**src/rtl/morse_receiver.sv**
```systemverilog
// Morse receiver: measures tick-sampled mark/space runs and emits one strobe per letter.
// Optional `MORSE_RX_ASCII_EN adds a registered letter_ascii output (A-Z decode, '?' otherwise).
module morse_receiver #(
  parameter int unsigned DOT_MAX    = 2,
  parameter int unsigned DASH_MAX   = 5,
  parameter int unsigned GAP_LETTER = 3,
  parameter int unsigned MAX_ELEMS  = 4,
  parameter int unsigned CNT_W      = 4
) (
  input  logic                 Clock,
  input  logic                 Resetn,
  input  logic                 tick,
  input  logic                 key_in,
  output logic                 letter_valid,
  output logic [2:0]           letter_len,
  output logic [MAX_ELEMS-1:0] letter_code,
  output logic                 err,
`ifdef MORSE_RX_ASCII_EN
  output logic [7:0]           letter_ascii,
`endif
  output logic                 busy
);

  typedef enum logic [1:0] {
    S_IDLE  = 2'd0,
    S_MARK  = 2'd1,
    S_SPACE = 2'd2,
    S_ERR   = 2'd3
  } state_t;

  localparam logic [CNT_W-1:0] DOT_MAX_C  = CNT_W'(DOT_MAX);
  localparam logic [CNT_W-1:0] DASH_MAX_C = CNT_W'(DASH_MAX);
  localparam logic [CNT_W-1:0] GAP_C      = CNT_W'(GAP_LETTER);
  localparam logic [CNT_W-1:0] RUN_ONE    = CNT_W'(1);
  localparam logic [2:0]       MAX_ELEMS_C = 3'(MAX_ELEMS);

  state_t                state_q, state_d;
  logic [CNT_W-1:0]      run_q, run_d;
  logic [MAX_ELEMS-1:0]  elem_q, elem_d;
  logic [2:0]            cnt_q, cnt_d;
  logic                  valid_q, valid_d;
  logic                  err_q, err_d;
  logic [2:0]            len_q, len_d;
  logic [MAX_ELEMS-1:0]  code_q, code_d;

  logic [CNT_W-1:0]      run_inc;
  logic [MAX_ELEMS-1:0]  elem_app;
  logic                  emit;
  logic [2:0]            emit_len;
  logic [MAX_ELEMS-1:0]  emit_code;

`ifdef MORSE_RX_ASCII_EN
  logic [7:0]            ascii_q, ascii_d;

  function automatic logic [7:0] morse_ascii(input logic [2:0] len,
                                             input logic [MAX_ELEMS-1:0] code);
    logic [3:0] c4;
    logic [7:0] res;
    c4 = '0;
    for (int unsigned i = 0; i < MAX_ELEMS; i++) begin
      if (i < 4) c4[i] = code[i];
    end
    // {len, pattern}; pattern bit0 is the first element, 1 = dash
    case ({len, c4})
      7'b010_0010: res = 8'h41; // A
      7'b100_0001: res = 8'h42; // B
      7'b100_0101: res = 8'h43; // C
      7'b011_0001: res = 8'h44; // D
      7'b001_0000: res = 8'h45; // E
      7'b100_0100: res = 8'h46; // F
      7'b011_0011: res = 8'h47; // G
      7'b100_0000: res = 8'h48; // H
      7'b010_0000: res = 8'h49; // I
      7'b100_1110: res = 8'h4A; // J
      7'b011_0101: res = 8'h4B; // K
      7'b100_0010: res = 8'h4C; // L
      7'b010_0011: res = 8'h4D; // M
      7'b010_0001: res = 8'h4E; // N
      7'b011_0111: res = 8'h4F; // O
      7'b100_0110: res = 8'h50; // P
      7'b100_1011: res = 8'h51; // Q
      7'b011_0010: res = 8'h52; // R
      7'b011_0000: res = 8'h53; // S
      7'b001_0001: res = 8'h54; // T
      7'b011_0100: res = 8'h55; // U
      7'b100_1000: res = 8'h56; // V
      7'b011_0110: res = 8'h57; // W
      7'b100_1001: res = 8'h58; // X
      7'b100_1101: res = 8'h59; // Y
      7'b100_0011: res = 8'h5A; // Z
      default:     res = 8'h3F;
    endcase
    return res;
  endfunction
`endif

  // Saturating increment and the pattern with the just-ended mark appended
  always_comb begin
    run_inc  = (run_q == '1) ? run_q : run_q + RUN_ONE;
    elem_app = elem_q;
    for (int unsigned i = 0; i < MAX_ELEMS; i++) begin
      if (i == 32'(cnt_q)) elem_app[i] = (run_q > DOT_MAX_C);
    end
  end

  always_comb begin
    state_d   = state_q;
    run_d     = run_q;
    elem_d    = elem_q;
    cnt_d     = cnt_q;
    valid_d   = 1'b0;
    err_d     = 1'b0;
    len_d     = len_q;
    code_d    = code_q;
    emit      = 1'b0;
    emit_len  = cnt_q;
    emit_code = elem_q;

    if (tick) begin
      unique case (state_q)
        S_IDLE: begin
          if (key_in) begin
            state_d = S_MARK;
            run_d   = RUN_ONE;
          end
        end
        S_MARK: begin
          if (key_in) begin
            if (run_inc > DASH_MAX_C) begin
              state_d = S_ERR;
              err_d   = 1'b1;
              run_d   = '0;
              elem_d  = '0;
              cnt_d   = '0;
            end else begin
              run_d = run_inc;
            end
          end else if (cnt_q >= MAX_ELEMS_C) begin
            // The ending space tick already counts toward the recovery gap
            state_d = S_ERR;
            err_d   = 1'b1;
            run_d   = RUN_ONE;
            elem_d  = '0;
            cnt_d   = '0;
          end else if (GAP_LETTER <= 1) begin
            emit      = 1'b1;
            emit_len  = cnt_q + 3'd1;
            emit_code = elem_app;
          end else begin
            state_d = S_SPACE;
            run_d   = RUN_ONE;
            elem_d  = elem_app;
            cnt_d   = cnt_q + 3'd1;
          end
        end
        S_SPACE: begin
          if (key_in) begin
            state_d = S_MARK;
            run_d   = RUN_ONE;
          end else if (run_inc >= GAP_C) begin
            emit = 1'b1;
          end else begin
            run_d = run_inc;
          end
        end
        S_ERR: begin
          if (key_in) begin
            run_d = '0;
          end else if (run_inc >= GAP_C) begin
            state_d = S_IDLE;
            run_d   = '0;
          end else begin
            run_d = run_inc;
          end
        end
        default: state_d = S_IDLE;
      endcase

      if (emit) begin
        state_d = S_IDLE;
        run_d   = '0;
        elem_d  = '0;
        cnt_d   = '0;
        valid_d = 1'b1;
        len_d   = emit_len;
        code_d  = emit_code;
      end
    end
  end

`ifdef MORSE_RX_ASCII_EN
  always_comb begin
    ascii_d = ascii_q;
    if (valid_d) ascii_d = morse_ascii(len_d, code_d);
  end
`endif

  always_ff @(posedge Clock or negedge Resetn) begin
    if (!Resetn) begin
      state_q <= S_IDLE;
      run_q   <= '0;
      elem_q  <= '0;
      cnt_q   <= '0;
      valid_q <= 1'b0;
      err_q   <= 1'b0;
      len_q   <= '0;
      code_q  <= '0;
`ifdef MORSE_RX_ASCII_EN
      ascii_q <= '0;
`endif
    end else begin
      state_q <= state_d;
      run_q   <= run_d;
      elem_q  <= elem_d;
      cnt_q   <= cnt_d;
      valid_q <= valid_d;
      err_q   <= err_d;
      len_q   <= len_d;
      code_q  <= code_d;
`ifdef MORSE_RX_ASCII_EN
      ascii_q <= ascii_d;
`endif
    end
  end

  assign letter_valid = valid_q;
  assign err          = err_q;
  assign letter_len   = len_q;
  assign letter_code  = code_q;
  assign busy         = (state_q != S_IDLE);
`ifdef MORSE_RX_ASCII_EN
  assign letter_ascii = ascii_q;
`endif

endmodule

```
**config.mk**
```make
export PLATFORM = sky130hd
export DESIGN_NAME = morse_receiver
export DESIGN_NICKNAME = d
export VERILOG_FILES = /design/src/rtl/morse_receiver.sv
export SDC_FILE = /design/constraint.sdc
export NUM_CORES = 1
export LEC_CHECK = 0
export CAP_MARGIN = 20
export CELL_PAD_IN_SITES_DETAIL_PLACEMENT = 1
export CELL_PAD_IN_SITES_GLOBAL_PLACEMENT = 1
export CORE_MARGIN = 4
export CORE_UTILIZATION = 46
export DETAILED_ROUTE_END_ITERATION = 8
export PLACE_DENSITY_LB_ADDON = 0.1
export SETUP_SLACK_MARGIN = 0.1
export SLEW_MARGIN = 0
export SYNTH_ARGS = -nofsm -noshare
export SYNTH_HDL_FRONTEND = slang
export SYNTH_SLANG_ARGS = --single-unit
```
**constraint.sdc**
```tcl
create_clock -name Clock -period 4.4 [get_ports Clock]
set_clock_uncertainty 0.2 [all_clocks]
set_input_delay 0.88 -clock Clock [delete_from_list [all_inputs] [get_ports Clock]]
set_output_delay 0.88 -clock Clock [all_outputs]
set_load 0.05 [all_outputs]
```
==> flow_summary.toml <==
[layout]
diodes = 0
final_cell_mix = "dfrtp_1 (22), nand2_1 (15), inv_1 (13), clkdlybuf4s50_1 (13), o21ai_0 (12)"
fin_area_mm2 = 0.00153
drive_above_1_share = 0.0719
mostFrequentLayoutCell = "dfrtp_1"
syn2layout_area_growth_pct = 15.5
fin_util = 0.554
fin_nets = 165

[synthesis]
mappedNetlistNets = 153
syn_area_mm2 = 0.00132
synth_xor_area_frac = 0.00662
yosys.area.top_type = "dfrtp_1"
synth-warning-count = 0
synth.area.top_cells = "dfrtp_1 (42%), ha_1 (6.6%), o21ai_0 (4.5%)"
synthCells = 142
ys_types = 41
yosys.area.top_type_share = 0.416
synth-simple-area-share = 0.166
synth_compound_area_frac = 0.238
syn_avg_cell_area_um2 = 9.32
synth-main-ff-cell = "dfrtp_1"
synth-seq-cells = 22
async_flop_share = 1.00
synthMuxAreaShare = 0.0302
ys_seq_area_frac = 0.416
synth_top_family_by_area = "compound AO/OA/AOI/OAI gates"
synthAdderAreaFrac = 0.0662
synth_edf_count = 0

[grt]
overflow = 0
grt_use_total = 0.189
grt_pass1_vias = 1080
grt_pass1_wl_um = 5290
antenna_found_initial = 0
grt_max_degree = 23

[pwr]
vdd_drop_max_mv = 0.325
p_per_area_mw_per_mm2 = 622
leakagePower_nw = 0.717

[route]
routedWlPerCell_um = 16.1
num_vias = 1037
dr.pass1.iters = 4
drt-initial-drc-count = 83
ant_nets = 0
post_drt_via_cell_ratio = 5.64
drc = 0
routed_wl_um = 2960

[cts]
tritoncts = "yes"
clockRootBuffer = "clkbuf_4"
cts_hold_buffers = 0
cts_setup_buffers = 0
htree_levels = 1
clk_pin_slew_worst_paths_ns = 0.13
cts_resized = 0
cts_buffers = 3
clk_latency_ns = 0.32
clock_sinks = 22
cts_buffer_depth = 2

[place]
numPortBuffers = 13
dp_hpwl_um = 2120
gp_congestion = 0.838
preCtsSetupSlack_ns = 1.42
placed_cell_area_mm2 = 0.00145

[timing]
post-route-min-period_ns = 2.94
final-setup-viol-count = 0
maxSlewHeadroom = 0.595
fmax_mhz = 340
fin_tns_setup_ns = 0
drv_slew = 0
tightest_slew_ns = 0.601
period_share = 0.668
rsz0062_at_grt = "false"
hold_violations = 0
fin_ws_ns = 1.46

[flow_run]
maxCapViolCount = 0

[hold_path]
worstHoldPathType = "reg2reg"
whs_path_depth = 2
hold_end = "letter_code[2]"
worstHoldStart = "letter_code[2]"

[setup_path]
rrSetupSlack_ns = 1.61
path_class = "reg2out"
critPathLaunch = "state_q[0]"
cp.arrival_ns = 1.86
r2r-start = "run_q[0]"
worstPathRequired_ns = 3.32
crit_path_max_fanout = 7
end_kind = "output port"
r2r-end = "cnt_q[0]"
ff2ff_path_depth = 8
critPathLaunchType = "flip-flop"

[floorplanning]
design.core.area_mm2 = 0.00276
ios = 14
dieArea_mm2 = 0.00380
rows = 19
die_y_um = 61.6
die_x_um = 61.6
start_util = 0.480

[run_status]
outcome = "completed"
-- routing by layer --
layer,vias to the layer above,GRT usage,routed length (µm)
li1,521,-,-
met1,499,0.265,1500
met2,13,0.296,1320
met3,4,0.0252,95
met4,0,0.0727,42
met5,-,0,0
-- sequential cells by signal (all words and copies together) (netlist names) --
name	flops
cnt_q	3
elem_q	4
err	1
letter_code	4
letter_len	3
letter_valid	1
run_q	4
state_q	2
-- worst max-delay path, stage by stage (launching register included) --
cell	delay, ns
dfrtp_1	0.48
or2_2	0.35
clkdlybuf4s50_1	0.71
-- how the worst max path moves through the flow --
stage	endpoint
2_1_floorplan	cnt_q[0]
3_3_place_gp	cnt_q[2]
3_5_place_dp	cnt_q[2]
4_1_cts	busy
5_1_grt	busy
6_report	busy
-- where the power goes --
part           leakage [nW]  internal (W)  switching (W)
clock                0.0279     0.0000921      0.0000675
combinational         0.395      0.000181       0.000288
sequential            0.294      0.000260      0.0000615
-- cell usage after synthesis, types with 3 or more instances --
cell,n
a2bb2oi_1,4
nor2b_1,3
nand2_1,15
nor2_1,8
inv_1,13
o21ai_0,12
o21ai_1,5
nor3_1,6
a21oi_1,5
ha_1,7
clkbuf_1,3
dfrtp_1,22
-- logic make-up after synthesis --
group	Yosys count
AOI/OAI and AO/OA	45
and+or+nand+nor	43
DFF	22
buffers and inverters	21
adders and majority gates	7
muxes	3
xor gates and xnor gates	1
-- area by class of cell --
| type | instances | area [µm²] |
|---|---|---|
| fillers | 325 | 1230 |
| multi-input cells | 99 | 672 |
| flip-flops and latches | 22 | 551 |
| repair buffers | 14 | 158 |
| inverters | 14 | 57.6 |
| well taps | 31 | 38.8 |
| clock inverters | 1 | 30.0 |
| clock buffers | 3 | 22.5 |
-- per-stage QoR --
| step | std cells | hold WS (ns) | power [W] |
|---|---|---|---|
| global placement | 179 | 0.255 | 0.000776 |
| finish | 184 | 0.292 | 0.000951 |
| detailed placement | 179 | 0.263 | 0.000791 |
| global route | 184 | 0.324 | 0.00103 |
| CTS | 183 | 0.299 | 0.000958 |
| floorplan | 142 | 0.237 | 0.000680 |
Power figures use the tool's default switching activity.
==> patch 1 (same flow settings) <==
Add a define of `MORSE_RX_ASCII_EN`.
--- a/src/rtl/morse_receiver.sv
+++ b/src/rtl/morse_receiver.sv
@@ -1,4 +1,6 @@
 // Morse receiver: measures tick-sampled mark/space runs and emits one strobe per letter.
 // Optional `MORSE_RX_ASCII_EN adds a registered letter_ascii output (A-Z decode, '?' otherwise).
+`define MORSE_RX_ASCII_EN
+
 module morse_receiver #(
   parameter int unsigned DOT_MAX    = 2,
Behaviour (old outputs only; new: letter_ascii): unchanged (equiv_simple and equiv_induct, registers matched by name and starting in step).
==> patch 1 against the original RTL <==
Critical path depth grew 9; routed wire length grew 84%; sequential share of layout area shrank 4.2 points; setup slack lost 0.84 ns; register-to-register slack lost 0.87 ns; area after synthesis grew 46%; final area grew 49%; sequential cell count grew 7; critical path type is now in -> reg; via count grew 69%; largest cell class unchanged; combinational power grew 89%; die area grew 40%; power grew 65%; clock power grew 35%.
==> patch 1: results (changes against the original RTL) <==
placement:
  dp_hpwl_um: 3860  # +82%
  io_buffers: 20  # +7
  gp_congestion: 0.875  # +4.4%
  postPlaceCellArea_mm2: 0.00219  # +51%
worst_setup_path:
  crit_fanout: 21  # +14
  worst_r2r_path_depth: 11  # +3
  crit_start: "tick"
  arrival_ns: 3.76  # +1.90 ns
  timing.reg2reg.setup_slack_ns: 0.74  # -0.87 ns
  worstSetupEndpoint: "letter_ascii[6]"
  r2r_start: "run_q[0]"
drt:
  drt_first_iter_violations: 75  # -9.6%
  first_pass_iters: 4  # unchanged
  routed_via_density: 6.06  # +7.4%
  drt_wl_total_um: 5460  # +84%
synthesis:
  async_flop_share_pct: 100  # unchanged
  ys_top_cells_by_count: "29 x sky130_fd_sc_hd__dfrtp_1, 17 x sky130_fd_sc_hd__nand2_1, 17 x sky130_fd_sc_hd__nor2_1"
  yosys_most_used_dff: "sky130_fd_sc_hd__dfrtp_1"
  yosys_warnings: 0  # unchanged
  seq_area_frac_synth_pct: 37.5  # -4.1 points
  synth_nets: 233  # +52%
  cell_types_with_the_largest_area_share_after_synthesis: "sky130_fd_sc_hd__dfrtp_1 37%, sky130_fd_sc_hd__ha_1 9.0%, sky130_fd_sc_hd__mux2i_1 3.6%"
  ys_types: 51  # +24%
clock_network:
  numCtsBuffers: 5  # +2
  cts.path.max_buffers: 2  # unchanged
  root_buffer: "sky130_fd_sc_hd__clkbuf_8"
  cts_hold_repair.buffers: 0  # unchanged
  cts.htree.levels: 2  # +1
  postCtsSetupRepairBufs: 0  # unchanged
  clk-insertion-delay-late_ns: 0.29  # -0.03 ns
  cts_repair_resize_count: 0  # unchanged
  path_clk_slew_ns: 0.07  # -0.06 ns
power_and_ir_drop:
  combPwrFrac_pct: 56.7  # +7.4 points
  clockNetworkPower_w: 0.000216  # +35%
  worst_vdd_rail_ir_drop_uv: 305  # -6.3%
  p_switching_w: 0.000783  # +88%
  power.leakage_nw: 1.09  # +52%
global_route:
  initial_antenna_violation_count: 0  # unchanged
  grt_start_max_net_pins: 30  # +30%
  grt_use_total_pct: 22.2  # +3.3 points
  grt_pass1_vias: 1791  # +66%
  grt_pass1_wl_um: 9030  # +71%
cells_and_area:
  filler_cell_count: 475  # +46%
  diodes: 0  # unchanged
  final_nets: 256  # +55%
  largest_register_ffs: 7
  final_layout_size_suffix_gt1_share_pct: 10.5  # +3.3 points
timing:
  final.setup.tns_ns: 0  # unchanged
  worst-slew-pin-transition_ns: 0.528  # -0.0723 ns
run_status:
  outcome: "complete, no violations"
min_path:
  holdCritPathClass: "reg -> reg"
patch 1: changes by cell type after synthesis, moves of 5 or more:
cell                      before  now
sky130_fd_sc_hd__a21oi_1       5   11
sky130_fd_sc_hd__a31oi_1       1    7
sky130_fd_sc_hd__dfrtp_1      22   29
sky130_fd_sc_hd__ha_1          7   14
sky130_fd_sc_hd__mux2_2        0    5
sky130_fd_sc_hd__mux2i_1       1    7
sky130_fd_sc_hd__nor2_1        8   17
sky130_fd_sc_hd__o31ai_1       0    5
sky130_fd_sc_hd__or3_1         0    5
patch 1: layout make-up:
class,instances,area [µm²],share of cell area (%)
well taps,50,62.6,2.75
multi-input cells,159,1090,47.9
inverters,17,66.3,2.91
clock buffers,5,68.8,3.02
repair buffers,26,245,10.8
flip-flops and latches,29,726,31.9
clock inverters,3,17.5,0.769
patch 1: logic make-up after synthesis:
group / share of synthesized area (%)
AO/OA/AOI/OAI: 22.9
XOR/XNOR: 0.905
adder cells (fa/ha/maj): 9.04
buffers and inverters: 6.14
flip-flops: 37.5
multiplexers: 7.30
other: 0.194
AND/OR/NAND/NOR: 16.0
patch 1: how the worst min path moves through the flow:
stage | from | to | depth (start not counted)
after CTS | letter_ascii[3] | letter_ascii[3] | 2
after global routing | letter_ascii[4] | letter_ascii[4] | 2
final | letter_ascii[3] | letter_ascii[3] | 2
after global placement | letter_ascii[2] | letter_ascii[2] | 2
after detailed placement | letter_ascii[3] | letter_ascii[3] | 2
after floorplan | elem_q[3] | elem_q[3] | 1
patch 1: critical path, stage by stage:
cell and delay (ns):
sky130_fd_sc_hd__clkdlybuf4s50_1 0.61, sky130_fd_sc_hd__inv_1 0.14, sky130_fd_sc_hd__nor3_2 0.26, sky130_fd_sc_hd__nand2_4 0.21
sky130_fd_sc_hd__mux2i_1 0.49, sky130_fd_sc_hd__inv_1 0.19, sky130_fd_sc_hd__ha_1 0.39, sky130_fd_sc_hd__mux2i_1 0.09
sky130_fd_sc_hd__o21bai_1 0.23, sky130_fd_sc_hd__a31oi_1 0.09, sky130_fd_sc_hd__o22a_1 0.17
patch 1: stage by stage:
stage	setup slack [ns]	cells	hold slack, ns	utilization [%]	power [W]
6_report	0.621	289	0.289	56.6	0.00157
5_1_grt	0.372	289	0.319	56.6	0.00167
4_1_cts	0.620	289	0.293	56.6	0.00157
3_5_place_dp	0.370	281	0.278	54.4	0.00134
3_3_place_gp	0.573	281	0.266	54.4	0.00130
2_1_floorplan	1.20	215	0.279	-	0.00106
patch 1: layer usage:
metal | vias to the layer above | track usage [%] | routed length, µm | share of wire [%]
met5 | - | 0 | 0 | 0
li1 | 816 | - | - | -
met4 | 0 | 5.33 | 57 | 1.0
met2 | 57 | 37.8 | 2610 | 48
met3 | 6 | 4.96 | 285 | 5.2
met1 | 871 | 28.6 | 2510 | 46
==> patch 2 (same flow settings) <==
Without the edit above. Register the inputs `tick` and `key_in` before use. The logic sees them one clock later.
--- a/src/rtl/morse_receiver.sv
+++ b/src/rtl/morse_receiver.sv
@@ -34,4 +34,12 @@
   localparam logic [CNT_W-1:0] RUN_ONE    = CNT_W'(1);
   localparam logic [2:0]       MAX_ELEMS_C = 3'(MAX_ELEMS);
+
+  logic tick_q;
+  logic key_q;
+
+  always_ff @(posedge Clock) begin
+    tick_q <= tick;
+    key_q  <= key_in;
+  end
 
   state_t                state_q, state_d;
@@ -117,8 +125,8 @@
     emit_code = elem_q;
 
-    if (tick) begin
+    if (tick_q) begin
       unique case (state_q)
         S_IDLE: begin
-          if (key_in) begin
+          if (key_q) begin
             state_d = S_MARK;
             run_d   = RUN_ONE;
@@ -126,5 +134,5 @@
         end
         S_MARK: begin
-          if (key_in) begin
+          if (key_q) begin
             if (run_inc > DASH_MAX_C) begin
               state_d = S_ERR;
@@ -155,5 +163,5 @@
         end
         S_SPACE: begin
-          if (key_in) begin
+          if (key_q) begin
             state_d = S_MARK;
             run_d   = RUN_ONE;
@@ -165,5 +173,5 @@
         end
         S_ERR: begin
-          if (key_in) begin
+          if (key_q) begin
             run_d = '0;
           end else if (run_inc >= GAP_C) begin
Function: changed (a bounded check fails within 4 cycles, from zero or initial values and one cycle with Resetn low).
==> patch 2 against the original RTL <==
Final area is 5.5% higher; sequential power is 16% higher; critical path depth stayed put; maximum frequency is 2.5% lower; area after synthesis is 6.0% higher; core utilization is 1.6 points higher; routed wire length is 1.9% higher; first-iteration DRC count is 41% lower; setup slack worse by 0.076 ns; die area is 5.2% higher; non-clock buffer count stayed put; sequential cell count is 2 higher; power is 9.2% higher.
==> patch 2: results (changes against the original RTL) <==
run_status:
  outcome: "complete, no violations"
global_route:
  grt_pass1_wl_um: 5530  # +4.7%
  global_route.usage.met3_pct: 2.66  # +0.15 points
  grt_use_total_pct: 17.3  # -1.6 points
  grt_pass1_vias: 1099  # +1.8%
  grt_util_met2_pct: 26.1  # -3.5 points
cells_and_area:
  filler_cell_count: 307  # -5.5%
  final_layout_size_suffix_gt1_share_pct: 17.7  # +11 points
  final_nets: 153  # -7.3%
  relative_area_change_from_synthesis_to_final_layout_pct: 15.0
drt:
  met2_length_um: 1360  # +2.5%
  routed_via_density: 6.06  # +7.5%
  met3_wirelength_um: 103  # +8.4%
  dr.max_layer_used: "met4"
  drt_first_iter_violations: 49  # -41%
  routedLengthMet1_um: 1520  # +1.0%
  wl_per_cell_um: 17.6  # +9.0%
  vias: 1042  # +0.48%
synthesis:
  synth_fa_ha_area_share_pct: 6.24  # -0.37 points
  ys_top_cells_by_count: "22 x sky130_fd_sc_hd__dfrtp_1, 8 x sky130_fd_sc_hd__nor2_1, 7 x sky130_fd_sc_hd__ha_1, 7 x sky130_fd_sc_hd__mux2_2"
  post_synth_xor_area_fraction_pct: 0.624  # -0.037 points
  cell_types_with_the_largest_area_share_after_synthesis: "sky130_fd_sc_hd__dfrtp_1 39%, sky130_fd_sc_hd__ha_1 6.2%, sky130_fd_sc_hd__mux2_2 5.6%"
  netlist_instances: 131  # -7.7%
  post_synth_edffs: 0  # unchanged
  synth_nets: 142  # -7.2%
  async_flop_share_pct: 91.7  # -8.3 points
  synth_mux_area_share_pct: 7.40  # +4.4 points
  ys_types: 46  # +12%
  synth-compound-area-share_pct: 22.8  # -0.98 points
  seq_area_frac_synth_pct: 42.1  # +0.52 points
placement:
  place_worst_setup_slack_ns: 1.46  # +0.0401 ns
  gp_congestion: 0.778  # -7.2%
  io_buffers: 13  # unchanged
  dp_hpwl_um: 2170  # +2.2%
  placed_cells_incl_taps: 167  # -6.7%
  postPlaceCellArea_mm2: 0.00153  # +5.8%
timing:
  worst_slew_margin_rel_pct: 56.5  # -3.0 points
  holdWs_ns: 0.325  # +0.0334 ns
worst_setup_path:
  worst_r2r_path_depth: 7  # -1
  crit_fanout: 11  # +4
  cp_slowest_cell: "sky130_fd_sc_hd__clkdlybuf4s50_1"
min_path:
  hold-path-cell-count: 1  # -1
  worst_hold_path_ep: "letter_code[3]"
  min_from: "letter_code[3]"
clock_network:
  path_clk_slew_ns: 0.14
  clk-insertion-delay-late_ns: 0.32  # about the same
power_and_ir_drop:
  power_frac_clock_pct: 15.8  # -1.0 points
  cellPowerDensity_mw_per_mm2: 644  # +3.5%
  power.leakage_nw: 0.703  # -2.0%
  worst_vdd_rail_ir_drop_uv: 342  # +5.2%
  p_switching_w: 0.000440  # +5.6%
  sequential_cell_fraction_of_total_power_pct: 35.9  # +2.0 points
==> patch 2: changes by cell type after synthesis, sizes merged, moves of 4 or more <==
cell	delta
nand2	-11
a211o	+4
o21ai	-12
inv	-8
nor3b	+4
mux2	+6
==> patch 2: area by class of cell <==
class / instances / share of cell area (%)
multi-input cells: 93 / 46.5
flip-flops and latches: 24 / 36.6
repair buffers: 14 / 9.77
well taps: 31 / 2.40
clock inverters: 1 / 1.86
clock buffers: 3 / 1.40
inverters: 6 / 1.40
==> patch 2: how the worst max path moves through the flow <==
stage / startpoint / to / slack (ns) / depth (start not counted)
after floorplan: run_q[0] / cnt_q[2] / 1.83 / 8
after global placement: run_q[0] / cnt_q[2] / 1.63 / 7
after detailed placement: run_q[0] / cnt_q[2] / 1.46 / 7
after CTS: state_q[0] / busy / 1.38 / 2
after global routing: state_q[1] / busy / 1.28 / 2
final: state_q[0] / busy / 1.38 / 2
